### config.mk
export PLATFORM = sky130hd
export DESIGN_NAME = hyperbus_trans_chop
export DESIGN_NICKNAME = d
export VERILOG_FILES = /design/src/rtl/hyperbus_trans_chop.sv
export SDC_FILE = /design/constraint.sdc
export NUM_CORES = 1
export LEC_CHECK = 0
export BUFFER_PORTS_ARGS = -buffer_cell sky130_fd_sc_hd__buf_4
export CAP_MARGIN = 20
export CORE_ASPECT_RATIO = 1.5
export CORE_MARGIN = 8
export CORE_UTILIZATION = 40
export DETAILED_ROUTE_END_ITERATION = 10
export HOLD_SLACK_MARGIN = 0.05
export MAX_ROUTING_LAYER = met4
export PLACE_DENSITY = 0.64
export SYNTH_ARGS = -nofsm -noshare
export SYNTH_HDL_FRONTEND = slang
export SYNTH_SLANG_ARGS = --single-unit
### constraint.sdc
create_clock -name clk_i -period 18.05 [get_ports clk_i]
set_input_delay 1.805 -clock clk_i [delete_from_list [all_inputs] [get_ports clk_i]]
set_output_delay 1.805 -clock clk_i [all_outputs]
set_load 0.02 [all_outputs]
### src/rtl/hyperbus_trans_chop.sv
// Splits HyperBus transfers at page boundaries and at a programmable burst
// limit. It also merges the per-chunk write responses into one response per
// original transfer.
// Ports:
//   in_*  : original transfer (valid/ready)
//   out_* : sub-transfers to the PHY CDC (valid/ready)
//   b_*_i : per-chunk write responses
//   b_*_o : merged write responses
module hyperbus_trans_chop #(
  parameter int NumChips       = 2,
  parameter int AddrWidth      = 32,
  parameter int LenWidth       = 16,
  parameter int PageWords      = 512,
  parameter int MaxOutstanding = 4
) (
  input  logic                 clk_i,
  input  logic                 rst_i,
  input  logic [LenWidth-1:0]  max_burst_i,
  input  logic [AddrWidth-1:0] in_addr_i,
  input  logic [LenWidth-1:0]  in_len_i,
  input  logic                 in_write_i,
  input  logic [NumChips-1:0]  in_cs_i,
  input  logic                 in_valid_i,
  output logic                 in_ready_o,
  output logic [AddrWidth-1:0] out_addr_o,
  output logic [LenWidth-1:0]  out_len_o,
  output logic                 out_write_o,
  output logic [NumChips-1:0]  out_cs_o,
  output logic                 out_last_o,
  output logic                 out_valid_o,
  input  logic                 out_ready_i,
  input  logic                 b_error_i,
  input  logic                 b_valid_i,
  output logic                 b_ready_o,
  output logic                 b_error_o,
  output logic                 b_valid_o,
  input  logic                 b_ready_i
);

  localparam int CW       = LenWidth + 1;
  localparam int PageBits = $clog2(PageWords);
  localparam int CntW     = $clog2(MaxOutstanding + 1);
  localparam int PtrW     = (MaxOutstanding > 1) ?
                            $clog2(MaxOutstanding) : 1;
  localparam logic [CW-1:0]   One   = 1;
  localparam logic [CntW-1:0] CntOne = 1;
  localparam logic [CntW-1:0] CntMax = CntW'(MaxOutstanding);
  localparam logic [PtrW-1:0] PtrOne = 1;
  localparam logic [PtrW-1:0] PtrMax = PtrW'(MaxOutstanding - 1);

  typedef enum logic {
    IDLE,
    ISSUE
  } state_t;

  state_t state_q, state_d;

  logic [AddrWidth-1:0] addr_q;
  logic [CW-1:0]        rem_q;
  logic                 write_q;
  logic [NumChips-1:0]  cs_q;

  logic [CW-1:0] page_left;
  logic [CW-1:0] burst;
  logic [CW-1:0] chunk;
  logic [CW-1:0] len_m1;
  logic          issue;
  logic          out_hs;

  logic            fifo_mem [2**PtrW];
  logic [PtrW-1:0] wr_ptr;
  logic [PtrW-1:0] rd_ptr;
  logic [CntW-1:0] cnt;
  logic            fifo_full;
  logic            push;
  logic            pop;
  logic            pop_flag;

  logic acc_q;
  logic b_valid_q;
  logic b_error_q;

  // Largest chunk allowed by remaining length, page end and burst limit
  always_comb begin
    page_left = CW'(PageWords) - CW'(addr_q[PageBits-1:0]);
    burst     = {1'b0, max_burst_i};
    chunk     = rem_q;
    if (page_left < chunk) chunk = page_left;
    if (burst != '0 && burst < chunk) chunk = burst;
    len_m1    = chunk - One;
  end

  assign issue     = (state_q == ISSUE);
  assign fifo_full = (cnt == CntMax);

  assign in_ready_o  = (state_q == IDLE);
  assign out_valid_o = issue & ~(write_q & fifo_full);
  assign out_addr_o  = issue ? addr_q : '0;
  assign out_len_o   = issue ? len_m1[LenWidth-1:0] : '0;
  assign out_last_o  = issue & (chunk == rem_q);
  assign out_write_o = issue & write_q;
  assign out_cs_o    = issue ? cs_q : '0;

  assign out_hs = out_valid_o & out_ready_i;

  always_comb begin
    state_d = state_q;
    unique case (state_q)
      IDLE:    if (in_valid_i) state_d = ISSUE;
      ISSUE:   if (out_hs && out_last_o) state_d = IDLE;
      default: state_d = IDLE;
    endcase
  end

  always_ff @(posedge clk_i or posedge rst_i) begin
    if (rst_i) state_q <= IDLE;
    else       state_q <= state_d;
  end

  always_ff @(posedge clk_i or posedge rst_i) begin
    if (rst_i) begin
      addr_q  <= '0;
      rem_q   <= '0;
      write_q <= 1'b0;
      cs_q    <= '0;
    end else if (in_ready_o && in_valid_i) begin
      addr_q  <= in_addr_i;
      rem_q   <= {1'b0, in_len_i} + One;
      write_q <= in_write_i;
      cs_q    <= in_cs_i;
    end else if (out_hs) begin
      addr_q  <= addr_q + AddrWidth'(chunk);
      rem_q   <= rem_q - chunk;
    end
  end

  // Tracking FIFO: one "last" flag per outstanding write chunk
  assign push      = out_hs & write_q;
  assign b_ready_o = (cnt != '0) & ~b_valid_q;
  assign pop       = b_valid_i & b_ready_o;
  assign pop_flag  = fifo_mem[rd_ptr];

  always_ff @(posedge clk_i) begin
    if (push) fifo_mem[wr_ptr] <= out_last_o;
  end

  always_ff @(posedge clk_i or posedge rst_i) begin
    if (rst_i) begin
      wr_ptr <= '0;
      rd_ptr <= '0;
      cnt    <= '0;
    end else begin
      if (push) wr_ptr <= (wr_ptr == PtrMax) ? '0 : wr_ptr + PtrOne;
      if (pop)  rd_ptr <= (rd_ptr == PtrMax) ? '0 : rd_ptr + PtrOne;
      if (push && !pop)      cnt <= cnt + CntOne;
      else if (pop && !push) cnt <= cnt - CntOne;
    end
  end

  // Error accumulation across chunks; emit on the final chunk's response
  always_ff @(posedge clk_i or posedge rst_i) begin
    if (rst_i) begin
      acc_q     <= 1'b0;
      b_valid_q <= 1'b0;
      b_error_q <= 1'b0;
    end else begin
      if (b_valid_q && b_ready_i) b_valid_q <= 1'b0;
      if (pop) begin
        if (pop_flag) begin
          b_valid_q <= 1'b1;
          b_error_q <= acc_q | b_error_i;
          acc_q     <= 1'b0;
        end else begin
          acc_q     <= acc_q | b_error_i;
        end
      end
    end
  end

  assign b_valid_o = b_valid_q;
  assign b_error_o = b_error_q;

endmodule
# ---- Word-level counts from Yosys, hierarchy flattened
# Memory sizes are Yosys's and may differ from the RTL's.
# Index checks and enable logic that the tools add are counted.
dict set report classes {
  n_bitwise 12
  n_eq_ne 4
  magnitude_cmp 2
  n_mux 22
  reduce_logical 13
  addsub 9
}
# op n
set op_table {}
lappend op_table {{32-bit two-way mux} 3}
lappend op_table {{17-bit two-way mux} 4}
lappend op_table {{32-bit by 17-bit adder with 32-bit output} 1}
lappend op_table {{16-bit by 1-bit adder with 17-bit output, second input constant} 1}
lappend op_table {{17-bit == test} 1}
lappend op_table {{16-bit by 17-bit < comparator with 1-bit output} 1}
lappend op_table {{17-bit < comparator} 1}
lappend op_table {{17-bit subtractor} 1}
lappend op_table {{16-bit two-way mux} 1}
lappend op_table {{16-bit nonzero test} 1}
lappend op_table {{16-bit by 1-bit subtractor with 16-bit output, second input constant} 1}
lappend op_table {{10-bit by 9-bit subtractor with 11-bit output, first input constant} 1}
lappend op_table {{1-bit AND} 8}
lappend op_table {{1-bit two-way mux} 8}
lappend op_table {{1-bit logical AND} 6}
lappend op_table {{2-bit two-way mux} 3}
lappend op_table {{3-bit two-way mux} 2}
lappend op_table {{2-bit by 1-bit adder with 2-bit output, second input constant} 2}
lappend op_table {{2-bit == test, second input constant} 2}
lappend op_table {{2-bit nonzero test} 2}
lappend op_table {{3-bit by 1-bit adder with 3-bit output, second input constant} 1}
lappend op_table {{3-bit == test, second input constant} 1}
lappend op_table {{1-bit inverter} 3}
lappend op_table {{3-bit nonzero test} 1}
lappend op_table {{5 further kinds} 6}
dict set report totals {
  out_inout_bits 57
  word_cells 74
  mem_count 1
  in_bits 74
  ram_bits 4
  regBits 63
}
# memory words width read_ports rd_ports_with_merged_regs write_ports line
set mem_list {}
lappend mem_list {fifo_mem 4 1 1 0 1 70} ;# logic fifo_mem [2**PtrW];

# ---- Longest topological paths before layout
# Gate-level depths: netlist (run 1).
dict set report logic_depth {
  word_depth 11
  depth_mapped 38
  ltp_nobuf 35
}

# ---- Least setup slack after synthesis (run 1)
# No wires, ideal clock.
dict set report synth_timing {
  path_kind {reg2out}
  from {register addr_q[5]}
  to {output port out_last_o}
  stages_incl_launch_ff 27
  setup_slack_ns 9.912
  n_path_buf 2
  arrival_ns 6.333
  required_time_ns 16.245
  cell_sequence {dfrtp_1 > nor4_1 > nand2b_1 > nor3b_1 > xnor2_1 > ha_1 > a21o_1 > a21oi_1 > nand2_1 > o21ai_2 > clkbuf_1 > nand2_1 > o21ai_0 > inv_1 > ha_1 > a21o_1 > a21o_1 > a41oi_1 > or3_1 > a32o_2 > a31oi_4 > buf_6 > mux2i_1 > ha_1 > and4b_1 > nand3_1 > nor4_1}
}
dict set report synth_via {
  elab_chain_cells 8
}
# item line
set synth_rtl {}
lappend synth_rtl {{start, declared} 58} ;# logic [AddrWidth-1:0] addr_q;
lappend synth_rtl {{start signal, assigned} 127} ;# addr_q <= in_addr_i;
lappend synth_rtl {{start signal, assigned} 132} ;# addr_q <= addr_q + AddrWidth'(chunk);
lappend synth_rtl {{10-bit by 9-bit subtractor with 11-bit output *} 85} ;# page_left = CW'(PageWords) - CW'(addr_q[PageBits-1:0]);
lappend synth_rtl {{17-bit < comparator} 88} ;# if (page_left < chunk) chunk = page_left;
lappend synth_rtl {{17-bit two-way mux *} 88}
lappend synth_rtl {{16-bit by 17-bit < comparator with 1-bit output} 89} ;# if (burst != '0 && burst < chunk) chunk = burst;
lappend synth_rtl {{1-bit logical AND} 89}
lappend synth_rtl {{17-bit two-way mux *} 89}
lappend synth_rtl {{17-bit == test *} 100} ;# assign out_last_o = issue & (chunk == rem_q);
lappend synth_rtl {{1-bit AND *} 100}
lappend synth_rtl {{end, declared} 29} ;# output logic out_last_o,
# Every way passes the cells marked *; elsewhere a longest branch is shown, timed or not.

# ---- Final worst setup path (run 1)
dict set report layout_timing {
  from {register addr_q[4]}
  to {output port out_len_o[12]}
}
dict set report layout_via {
  elab_chain_cells 8
}
# item line
set layout_rtl {}
lappend layout_rtl {{10-bit by 9-bit subtractor with 11-bit output *} 85}
lappend layout_rtl {{17-bit < comparator} 88}
lappend layout_rtl {{17-bit two-way mux *} 88}
lappend layout_rtl {{16-bit by 17-bit < comparator with 1-bit output} 89}
lappend layout_rtl {{1-bit logical AND} 89}
lappend layout_rtl {{17-bit two-way mux *} 89}
lappend layout_rtl {{16-bit by 1-bit subtractor with 16-bit output *} 90} ;# len_m1 = chunk - One;
lappend layout_rtl {{16-bit two-way mux *} 99} ;# assign out_len_o = issue ? len_m1[LenWidth-1:0] : '0;
lappend layout_rtl {{end, declared} 26} ;# output logic [LenWidth-1:0] out_len_o,
# Marked as above.

==> report_table.html, run 1 <==
<table>
<tr><th>Metric</th><th>Value</th></tr>
<tr><th colspan="2">Finish</th></tr>
<tr><td>Relative area change from synthesis to final layout</td><td>21.42%</td></tr>
<tr><td>Proportion of layout cells with a drive suffix above 1</td><td>0.1781</td></tr>
<tr><td>Final core utilization</td><td>0.4968</td></tr>
<tr><td>Fillcell total</td><td>1754</td></tr>
<tr><td>Number of nets in the finished design</td><td>1142</td></tr>
<tr><td>Multi-input gate area in the final layout</td><td>0.004815 mm²</td></tr>
<tr><td>Area used by sequential logic in the layout</td><td>0.001697 mm²</td></tr>
<tr><td>Final cell area excluding filler cells</td><td>0.008328 mm²</td></tr>
<tr><th colspan="2">Power</th></tr>
<tr><td>Int Pwr</td><td>0.0007974 W</td></tr>
<tr><td>Static leakage</td><td>3.825 nW</td></tr>
<tr><td>Clock network fraction of total power</td><td>0.101</td></tr>
<tr><td>Switching power as a share of total power</td><td>0.4913</td></tr>
<tr><td>Largest vdd supply drop</td><td>0.08466 mV</td></tr>
<tr><td>PD cells</td><td>188.2 mW/mm²</td></tr>
<tr><td>Sw Pwr</td><td>0.0007700 W</td></tr>
<tr><td>Power share of the sequential group</td><td>0.180</td></tr>
<tr><td>Logic pwr share</td><td>0.719</td></tr>
<tr><td>Power, Total</td><td>0.001567 W</td></tr>
<tr><th colspan="2">Worst setup path</th></tr>
<tr><td>Largest fanout on the critical path</td><td>26</td></tr>
<tr><td>Cell with the biggest individual delay on the critical path</td><td>sky130_fd_sc_hd__o21ai_2</td></tr>
<tr><td>Startpoint types</td><td>flop</td></tr>
<tr><td>Worst path most repeated cell</td><td>sky130_fd_sc_hd__nand2_1</td></tr>
<tr><td>Critical path type</td><td>reg2out</td></tr>
<tr><td>Crit path from</td><td>addr_q[4]</td></tr>
<tr><td>Max stage delay on crit path</td><td>0.76 ns</td></tr>
<tr><td>Critical Path RT</td><td>16.24 ns</td></tr>
<tr><td>Setup crit end kind</td><td>primary output</td></tr>
<tr><td>Critical Path AT</td><td>7.83 ns</td></tr>
<tr><td>Startpoint of the worst-slack reg-to-reg timing path</td><td>addr_q[4]</td></tr>
<tr><th colspan="2">STA</th></tr>
<tr><td>Measured slew at the worst slew-check pin</td><td>0.9342 ns</td></tr>
<tr><td>Hold violation count in the final report</td><td>0</td></tr>
<tr><td>Post-route minimum period</td><td>9.633 ns</td></tr>
<tr><td>Setup_tns</td><td>0 ns</td></tr>
<tr><td>Tcrit/Tclk final</td><td>0.5337</td></tr>
<tr><td>Count of final max-slew check failures</td><td>0</td></tr>
<tr><td>Max_slew headroom</td><td>0.3771</td></tr>
<tr><td>Worst Skew</td><td>0.01360 ns</td></tr>
<tr><td>Final setup violation count</td><td>0</td></tr>
<tr><td>Upper clock frequency limit</td><td>0.1038 GHz</td></tr>
<tr><td>Unrepaired setup endpoints after global routing</td><td>no</td></tr>
<tr><td>Min Hold Slack</td><td>0.4771 ns</td></tr>
<tr><th colspan="2">Clock tree</th></tr>
<tr><td>Clock-pin slew of the registers on the worst-case setup and hold paths</td><td>0.06 ns</td></tr>
<tr><td>TritonCTS buffer count</td><td>9</td></tr>
<tr><td>Clock buffer depth</td><td>2</td></tr>
<tr><td>Clock root buffer master</td><td>sky130_fd_sc_hd__clkbuf_16</td></tr>
<tr><td>H-tree levels</td><td>3</td></tr>
<tr><td>Number of hold buffers added after cts</td><td>0</td></tr>
<tr><td># clock sinks</td><td>67</td></tr>
<tr><td>Resized cells post-CTS</td><td>0</td></tr>
<tr><td>Clock tree from TritonCTS</td><td>built</td></tr>
<tr><td>Clk Latency, worst-skew pair</td><td>0.33 ns</td></tr>
<tr><td>Setup fix buffers added after clock tree synthesis</td><td>0</td></tr>
<tr><th colspan="2">Die</th></tr>
<tr><td>Starting Density</td><td>0.4092</td></tr>
<tr><td>Die ar.</td><td>0.02168 mm²</td></tr>
<tr><td>FP Rows</td><td>58</td></tr>
<tr><td>Area of the placeable core</td><td>0.01676 mm²</td></tr>
<tr><td>Die X-Extent</td><td>122.9 µm</td></tr>
<tr><td>Vertical die dimension</td><td>176.4 µm</td></tr>
<tr><td>Count of boundary I/O pins</td><td>131</td></tr>
<tr><th colspan="2">Logic synthesis</th></tr>
<tr><td>Post-Syn Instances</td><td>878</td></tr>
<tr><td>Ranking of synthesized cells by area</td><td>sky130_fd_sc_hd__dfrtp_1 (23%), sky130_fd_sc_hd__ha_1 (12%), sky130_fd_sc_hd__xnor2_1 (5.4%), sky130_fd_sc_hd__nand2_1 (5.0%), sky130_fd_sc_hd__nor2_1 (4.8%)</td></tr>
<tr><td>Top flip-flop cell by instance count after synthesis</td><td>sky130_fd_sc_hd__dfrtp_1</td></tr>
<tr><td>Number of different library cells in the post-synthesis netlist</td><td>75</td></tr>
<tr><td>Commonest cells post-synth</td><td>sky130_fd_sc_hd__nand2_1 (91), sky130_fd_sc_hd__nor2_1 (87), sky130_fd_sc_hd__ha_1 (65)</td></tr>
<tr><td>Cell Area, Synth</td><td>0.006859 mm²</td></tr>
<tr><td>Yosys top cell by area</td><td>sky130_fd_sc_hd__dfrtp_1</td></tr>
<tr><td>Most common cell in the netlist</td><td>sky130_fd_sc_hd__nand2_1</td></tr>
<tr><td>Mean Syn Cell Area</td><td>7.812 µm²</td></tr>
<tr><td>Number of flip-flops and latches in the synthesized netlist</td><td>67</td></tr>
<tr><td>Seq/Total Area, Yosys</td><td>0.2474</td></tr>
<tr><td>Fraction of post-synthesis cell area in the top cell type by area</td><td>0.2298</td></tr>
<tr><td>Synth Warn #</td><td>0</td></tr>
<tr><td>Async set or reset register ratio after synthesis</td><td>0.9403</td></tr>
<tr><td>Number of flops mapped to enable cells by yosys</td><td>4</td></tr>
<tr><th colspan="2">Route</th></tr>
<tr><td>Initial drt markers</td><td>324</td></tr>
<tr><td>Total iterations of the first detailed-routing run</td><td>4</td></tr>
<tr><td>DRC Markers</td><td>0</td></tr>
<tr><td>Total number of vias</td><td>6645</td></tr>
<tr><td>Detailed Route WL</td><td>20800 µm</td></tr>
<tr><td>Average via count per standard cell</td><td>5.465</td></tr>
<tr><td>Antenna viol nets, final</td><td>0</td></tr>
<tr><td>WL per Instance</td><td>17.11 µm</td></tr>
<tr><th colspan="2">Global route</th></tr>
<tr><td>Wire length of the first global-routing pass</td><td>33890 µm</td></tr>
<tr><td>GRT Overall Usage</td><td>0.2003</td></tr>
<tr><td>Via count of the first global-routing pass</td><td>6866</td></tr>
<tr><td>GRT Residual Overflow</td><td>0</td></tr>
<tr><td>Maximum number of pins on one net before global-route repair</td><td>64</td></tr>
<tr><td>Antenna violations before repair</td><td>1</td></tr>
<tr><th colspan="2">Status</th></tr>
<tr><td>Result of the run</td><td>complete, no violations</td></tr>
<tr><th colspan="2">Job</th></tr>
<tr><td>Max-cap check violation count</td><td>0</td></tr>
<tr><th colspan="2">Placement</th></tr>
<tr><td>Placer congestion estimate</td><td>0.8997</td></tr>
<tr><td>Number of buffers added on ports</td><td>130</td></tr>
<tr><td>Instance area at placement</td><td>0.008063 mm²</td></tr>
<tr><td>Post-detail-place hpwl</td><td>16470 µm</td></tr>
<tr><th colspan="2">Min path</th></tr>
<tr><td>Launch instance of the worst min-delay path</td><td>cs_q[1]</td></tr>
<tr><td>Hold Path Class</td><td>reg2reg</td></tr>
</table>
## power by group through the flow
stage | Clock (W) | Combinational, W | Sequential [W]
final | 0.000159 | 0.00113 | 0.000281
after global routing | 0.000167 | 0.00127 | 0.000292
after CTS | 0.000160 | 0.00113 | 0.000281
after detailed placement | 0 | 0.00112 | 0.000284
after global placement | 0 | 0.00112 | 0.000282
after floorplan | 0 | 0.000849 | 0.000262
## through the flow
stage	setup slack (ns)	cells
2_1_floorplan	9.912	883
3_3_place_gp	9.015	1198
3_5_place_dp	8.871	1199
4_1_cts	8.471	1215
5_1_grt	7.689	1216
6_report	8.417	1216
## cells by family (layout without fill, tap and decap cells)
kind of cell,after synthesis,count (layout),synth area share
adders and majority gates,68,68,0.1273
AOI/OAI and AO/OA,218,218,0.2012
xor gates and xnor gates,69,69,0.08811
other,2,8,0.001095
DFF,67,67,0.2474
and+or+nand+nor,340,340,0.2439
muxes,20,20,0.03648
buffers and inverters,94,216,0.05454
## routing by layer
layer / routed length (µm) / vias to the layer above / track usage
met2: 10760 / 145 / 0.3487
met3: 1007 / 28 / 0.02846
li1: - / 3324 / -
met5: 0 / - / -
met4: 614 / 0 / 0.08516
met1: 8415 / 3148 / 0.2217
## critical path: cells and delay by family (launching register included)
family                     cells  cell delay, ns
AOI/OAI and AO/OA             12            3.18
xor gates and xnor gates       1            0.28
adders and majority gates      3            0.99
buffers and inverters          3            0.47
DFF                            1            0.44
and+or+nand+nor               10            2.12
## registers in the layout (all words and copies together) (netlist names)
signal	flops
acc_q	1
addr_q	32
b_error_o	1
b_valid_o	1
cnt	3
cs_q	2
fifo_mem	4
issue	1
rd_ptr	2
rem_q	17
wr_ptr	2
write_q	1
## layout make-up
class	count	share of cell area
Multi-Input combinational cell	722	0.5781
Sequential cell	67	0.2037
Timing Repair Buffer	138	0.1268
Tap cell	210	0.03155
Clock buffer	11	0.02794
Inverter	62	0.02794
Clock inverter	5	0.003606
Antenna cell	1	0.0003005
## path summary, 6_finish.rpt
check                                end  slack, ns  cells past startpoint
setup / recovery           out_len_o[12]       8.42                     29
hold / removal                   cs_q[1]       0.48                      2
setup reg to reg              addr_q[30]       9.11                     32
hold reg to reg                  cs_q[1]       0.48                      2
max in group asynchronous       rem_q[0]      15.77                      3
min in group asynchronous     addr_q[16]       1.72                      3
## cells in the final DEF, fill, tap and decap left out, types with 7 or more instances in the layout
cell type | netlist | routed
sky130_fd_sc_hd__buf_4 | 1 | 137
sky130_fd_sc_hd__nand2_1 | 91 | 91
sky130_fd_sc_hd__nor2_1 | 87 | 87
sky130_fd_sc_hd__ha_1 | 65 | 65
sky130_fd_sc_hd__dfrtp_1 | 63 | 63
sky130_fd_sc_hd__o21ai_0 | 62 | 62
sky130_fd_sc_hd__a21oi_1 | 61 | 61
sky130_fd_sc_hd__inv_1 | 61 | 60
sky130_fd_sc_hd__xnor2_1 | 42 | 42
sky130_fd_sc_hd__and2_1 | 33 | 33
sky130_fd_sc_hd__nand3_1 | 29 | 29
sky130_fd_sc_hd__xor2_1 | 27 | 27
sky130_fd_sc_hd__nor3_1 | 25 | 25
sky130_fd_sc_hd__a21o_1 | 15 | 15
sky130_fd_sc_hd__nand4_1 | 14 | 14
sky130_fd_sc_hd__a31oi_1 | 13 | 13
sky130_fd_sc_hd__and3_1 | 13 | 13
sky130_fd_sc_hd__mux2i_1 | 12 | 12
sky130_fd_sc_hd__o21a_1 | 10 | 10
sky130_fd_sc_hd__nand2b_1 | 10 | 10
sky130_fd_sc_hd__a211oi_1 | 9 | 9
sky130_fd_sc_hd__clkbuf_16 | 0 | 9
sky130_fd_sc_hd__nor4_1 | 8 | 8
sky130_fd_sc_hd__conb_1 | 2 | 7
(Power assumes the default switching activity.)
==> run 2: changes to the inputs <==
clock period = 9.6 ns   (was 18.05 ns; I/O delays follow)
==> report_table.html, run 2 (synthesis gave the netlist of run 1 again) <==
<table>
<tr><th>Metric</th><th>Value</th></tr>
<tr><th colspan="2">Power</th></tr>
<tr><td>Clock network fraction of total power</td><td>0.108</td></tr>
<tr><td>Int Pwr</td><td>0.001530 W</td></tr>
<tr><td>Switching power as a share of total power</td><td>0.4884</td></tr>
<tr><td>Sw Pwr</td><td>0.001461 W</td></tr>
<tr><td>Largest vdd supply drop</td><td>0.1830 mV</td></tr>
<tr><td>Logic pwr share</td><td>0.714</td></tr>
<tr><td>PD cells</td><td>357.5 mW/mm²</td></tr>
<tr><td>Power share of the sequential group</td><td>0.178</td></tr>
<tr><td>Static leakage</td><td>3.843 nW</td></tr>
<tr><th colspan="2">Route</th></tr>
<tr><td>Initial drt markers</td><td>336</td></tr>
<tr><td>Antenna viol nets, final</td><td>0</td></tr>
<tr><td>DRC Markers</td><td>0</td></tr>
<tr><td>Detailed Route WL</td><td>20700 µm</td></tr>
<tr><td>Total iterations of the first detailed-routing run</td><td>5</td></tr>
<tr><td>Total number of vias</td><td>6662</td></tr>
<tr><td>WL per Instance</td><td>17.01 µm</td></tr>
<tr><td>Average via count per standard cell</td><td>5.474</td></tr>
<tr><th colspan="2">Finish</th></tr>
<tr><td>Relative area change from synthesis to final layout</td><td>21.96%</td></tr>
<tr><td>Proportion of layout cells with a drive suffix above 1</td><td>0.1807</td></tr>
<tr><td>Flip-flop count of the largest register, all copies and words added</td><td>32</td></tr>
<tr><td>Biggest registers after layout</td><td>addr_q: 32 flops, rem_q: 17 flops, fifo_mem: 4 flops</td></tr>
<tr><td>Post-route non-filler standard cell count</td><td>1217</td></tr>
<tr><td>Final cell area excluding filler cells</td><td>0.008366 mm²</td></tr>
<tr><td>Number of inserted diodes</td><td>0</td></tr>
<tr><td>Most frequent standard cell in the layout excluding fill and tap cells</td><td>sky130_fd_sc_hd__buf_4</td></tr>
<tr><td>Number of nets in the finished design</td><td>1144</td></tr>
<tr><td>Top reg by flops</td><td>addr_q</td></tr>
<tr><td>Commonest non-fill, non-tap cells in the layout</td><td>sky130_fd_sc_hd__buf_4 (139), sky130_fd_sc_hd__nand2_1 (91), sky130_fd_sc_hd__nor2_1 (87), sky130_fd_sc_hd__ha_1 (65), sky130_fd_sc_hd__dfrtp_1 (63)</td></tr>
<tr><th colspan="2">Clock tree</th></tr>
<tr><td>H-tree levels</td><td>3</td></tr>
<tr><td>Clock buffer depth</td><td>2</td></tr>
<tr><td>Number of hold buffers added after cts</td><td>0</td></tr>
<tr><td>Clock tree from TritonCTS</td><td>built</td></tr>
<tr><td>Clock-pin slew of the registers on the worst-case setup and hold paths</td><td>0.06 ns</td></tr>
<tr><td>Setup fix buffers added after clock tree synthesis</td><td>0</td></tr>
<tr><td>TritonCTS buffer count</td><td>9</td></tr>
<tr><td>Clk Latency, worst-skew pair</td><td>0.34 ns</td></tr>
<tr><td>Resized cells post-CTS</td><td>0</td></tr>
<tr><td>Clock root buffer master</td><td>sky130_fd_sc_hd__clkbuf_16</td></tr>
<tr><td># clock sinks</td><td>67</td></tr>
<tr><th colspan="2">Global route</th></tr>
<tr><td>Via count of the first global-routing pass</td><td>6786</td></tr>
<tr><td>GRT Overall Usage</td><td>0.1977</td></tr>
<tr><td>Wire length of the first global-routing pass</td><td>33490 µm</td></tr>
<tr><td>Antenna violations before repair</td><td>0</td></tr>
<tr><td>Maximum number of pins on one net before global-route repair</td><td>64</td></tr>
<tr><td>GRT Residual Overflow</td><td>0</td></tr>
<tr><th colspan="2">STA</th></tr>
<tr><td>Setup_tns</td><td>0 ns</td></tr>
<tr><td>Max_slew headroom</td><td>0.4346</td></tr>
<tr><td>Measured slew at the worst slew-check pin</td><td>0.8482 ns</td></tr>
<tr><td>Hold violation count in the final report</td><td>0</td></tr>
<tr><td>Count of final max-slew check failures</td><td>0</td></tr>
<tr><td>Tcrit/Tclk final</td><td>0.8490</td></tr>
<tr><td>Unrepaired setup endpoints after global routing</td><td>no</td></tr>
<tr><td>Post-route minimum period</td><td>8.150 ns</td></tr>
<tr><td>Upper clock frequency limit</td><td>0.1227 GHz</td></tr>
<tr><td>Worst Skew</td><td>0.01360 ns</td></tr>
<tr><td>Final setup violation count</td><td>0</td></tr>
<tr><th colspan="2">Worst setup path</th></tr>
<tr><td>R2R cell count</td><td>34</td></tr>
<tr><td>Register-to-Register Setup Slack</td><td>1.49 ns</td></tr>
<tr><td>Setup crit end kind</td><td>primary output</td></tr>
<tr><td>Number of buffers and inverters on the critical path</td><td>4</td></tr>
<tr><td>Startpoint types</td><td>flop</td></tr>
<tr><td>Largest fanout on the critical path</td><td>26</td></tr>
<tr><td>Startpoint of the worst-slack reg-to-reg timing path</td><td>addr_q[4]</td></tr>
<tr><td>Max stage delay on crit path</td><td>0.45 ns</td></tr>
<tr><td>Cell with the biggest individual delay on the critical path</td><td>sky130_fd_sc_hd__dfrtp_1</td></tr>
<tr><td>Path length in cells of the critical path</td><td>31</td></tr>
<tr><td>Critical Path AT</td><td>7.19 ns</td></tr>
<tr><td>Terminus of the critical flop-to-flop path</td><td>addr_q[30]</td></tr>
<tr><td>Critical path type</td><td>reg2out</td></tr>
<tr><td>Family of cells with the greatest summed delay on the critical path</td><td>compound AO/OA/AOI/OAI gates</td></tr>
<tr><td>Critical Path RT</td><td>8.64 ns</td></tr>
<tr><th colspan="2">Die</th></tr>
<tr><td>Vertical die dimension</td><td>176.4 µm</td></tr>
<tr><td>Area of the placeable core</td><td>0.01676 mm²</td></tr>
<tr><td>Count of boundary I/O pins</td><td>131</td></tr>
<tr><td>Starting Density</td><td>0.4092</td></tr>
<tr><td>Die X-Extent</td><td>122.9 µm</td></tr>
<tr><td>Die ar.</td><td>0.02168 mm²</td></tr>
<tr><td>FP Rows</td><td>58</td></tr>
<tr><th colspan="2">Min path</th></tr>
<tr><td>Launch instance of the worst min-delay path</td><td>cs_q[0]</td></tr>
<tr><td>Hold Path Class</td><td>reg2reg</td></tr>
<tr><td>Min-Delay Path Depth</td><td>2</td></tr>
<tr><td>Sink of the worst hold path</td><td>cs_q[0]</td></tr>
<tr><th colspan="2">Placement</th></tr>
<tr><td>Number of buffers added on ports</td><td>130</td></tr>
<tr><td>Instance area at placement</td><td>0.008078 mm²</td></tr>
<tr><td>Post-detail-place hpwl</td><td>16590 µm</td></tr>
<tr><td>Placer congestion estimate</td><td>0.9175</td></tr>
<tr><td>Placed cell count</td><td>1201</td></tr>
<tr><th colspan="2">Status</th></tr>
<tr><td>Result of the run</td><td>complete, no violations</td></tr>
<tr><th colspan="2">Job</th></tr>
<tr><td>Max-cap check violation count</td><td>0</td></tr>
</table>
run 2: cell count changes in the layout (fill, tap and decap cells not counted):
| cell | delta |
|---|---|
| sky130_fd_sc_hd__buf_4 | +2 |
| sky130_fd_sc_hd__bufinv_16 | +1 |
| sky130_fd_sc_hd__clkinv_1 | -1 |
| sky130_fd_sc_hd__clkinv_4 | -1 |
| sky130_fd_sc_hd__clkinvlp_4 | +1 |
| sky130_fd_sc_hd__diode_2 | -1 |
run 2: through the flow:
step	total power (W)	setup slack [ns]	hold slack, ns	utilization
global route	0.003275	0.7466	0.4934	0.4990
global placement	0.002641	1.802	0.4537	0.4802
detailed placement	0.002658	1.591	0.4587	0.4819
floorplan	0.002088	2.307	0.4374	-
finish	0.002991	1.450	0.4696	0.4990
CTS	0.002996	1.455	0.4740	0.4990
run 2: worst max path at each step:
| stage | start | endpoint | slack, ns |
|---|---|---|---|
| after floorplan | addr_q[5] | out_last_o | 2.31 |
| after global placement | addr_q[4] | addr_q[30] | 1.80 |
| after detailed placement | addr_q[4] | addr_q[30] | 1.59 |
| after CTS | addr_q[4] | out_len_o[12] | 1.46 |
| after global routing | addr_q[5] | addr_q[26] | 0.75 |
| final | addr_q[4] | out_len_o[12] | 1.45 |
run 2: per-layer routing:
layer / part of all wire / up-vias / GRT usage
met4: 0.032 / 0 / 0.08465
li1: - / 3335 / -
met5: 0 / - / -
met3: 0.046 / 31 / 0.02303
met1: 0.41 / 3120 / 0.2243
met2: 0.51 / 176 / 0.3412
run 2: power groups by stage:
stage / sequential [W] / clock, W / combinational [W]
3_3_place_gp: 0.000532 / 0 / 0.00211
4_1_cts: 0.000531 / 0.000328 / 0.00214
5_1_grt: 0.000550 / 0.000341 / 0.00238
3_5_place_dp: 0.000535 / 0 / 0.00212
6_report: 0.000532 / 0.000323 / 0.00214
2_1_floorplan: 0.000492 / 0 / 0.00160
run 2: layout make-up:
cell class              count  area (µm²)
fillers                  1698        8398
multi-input cells         722        4815
flip-flops and latches     67        1697
repair buffers            140        1071
well taps                 210       262.8
clock buffers              11       232.7
inverters                  62       232.7
clock inverters             5       55.05
run 2: worst reg2reg max path: cells and delay by family, from the launching register on:
kind                       cells  cell delay (ns)
AOI/OAI and AO/OA             16             3.42
and+or+nand+nor                9             1.87
adders and majority gates      3             0.94
DFF                            1             0.45
buffers and inverters          3             0.43
muxes                          1             0.43
xor gates and xnor gates       2             0.42
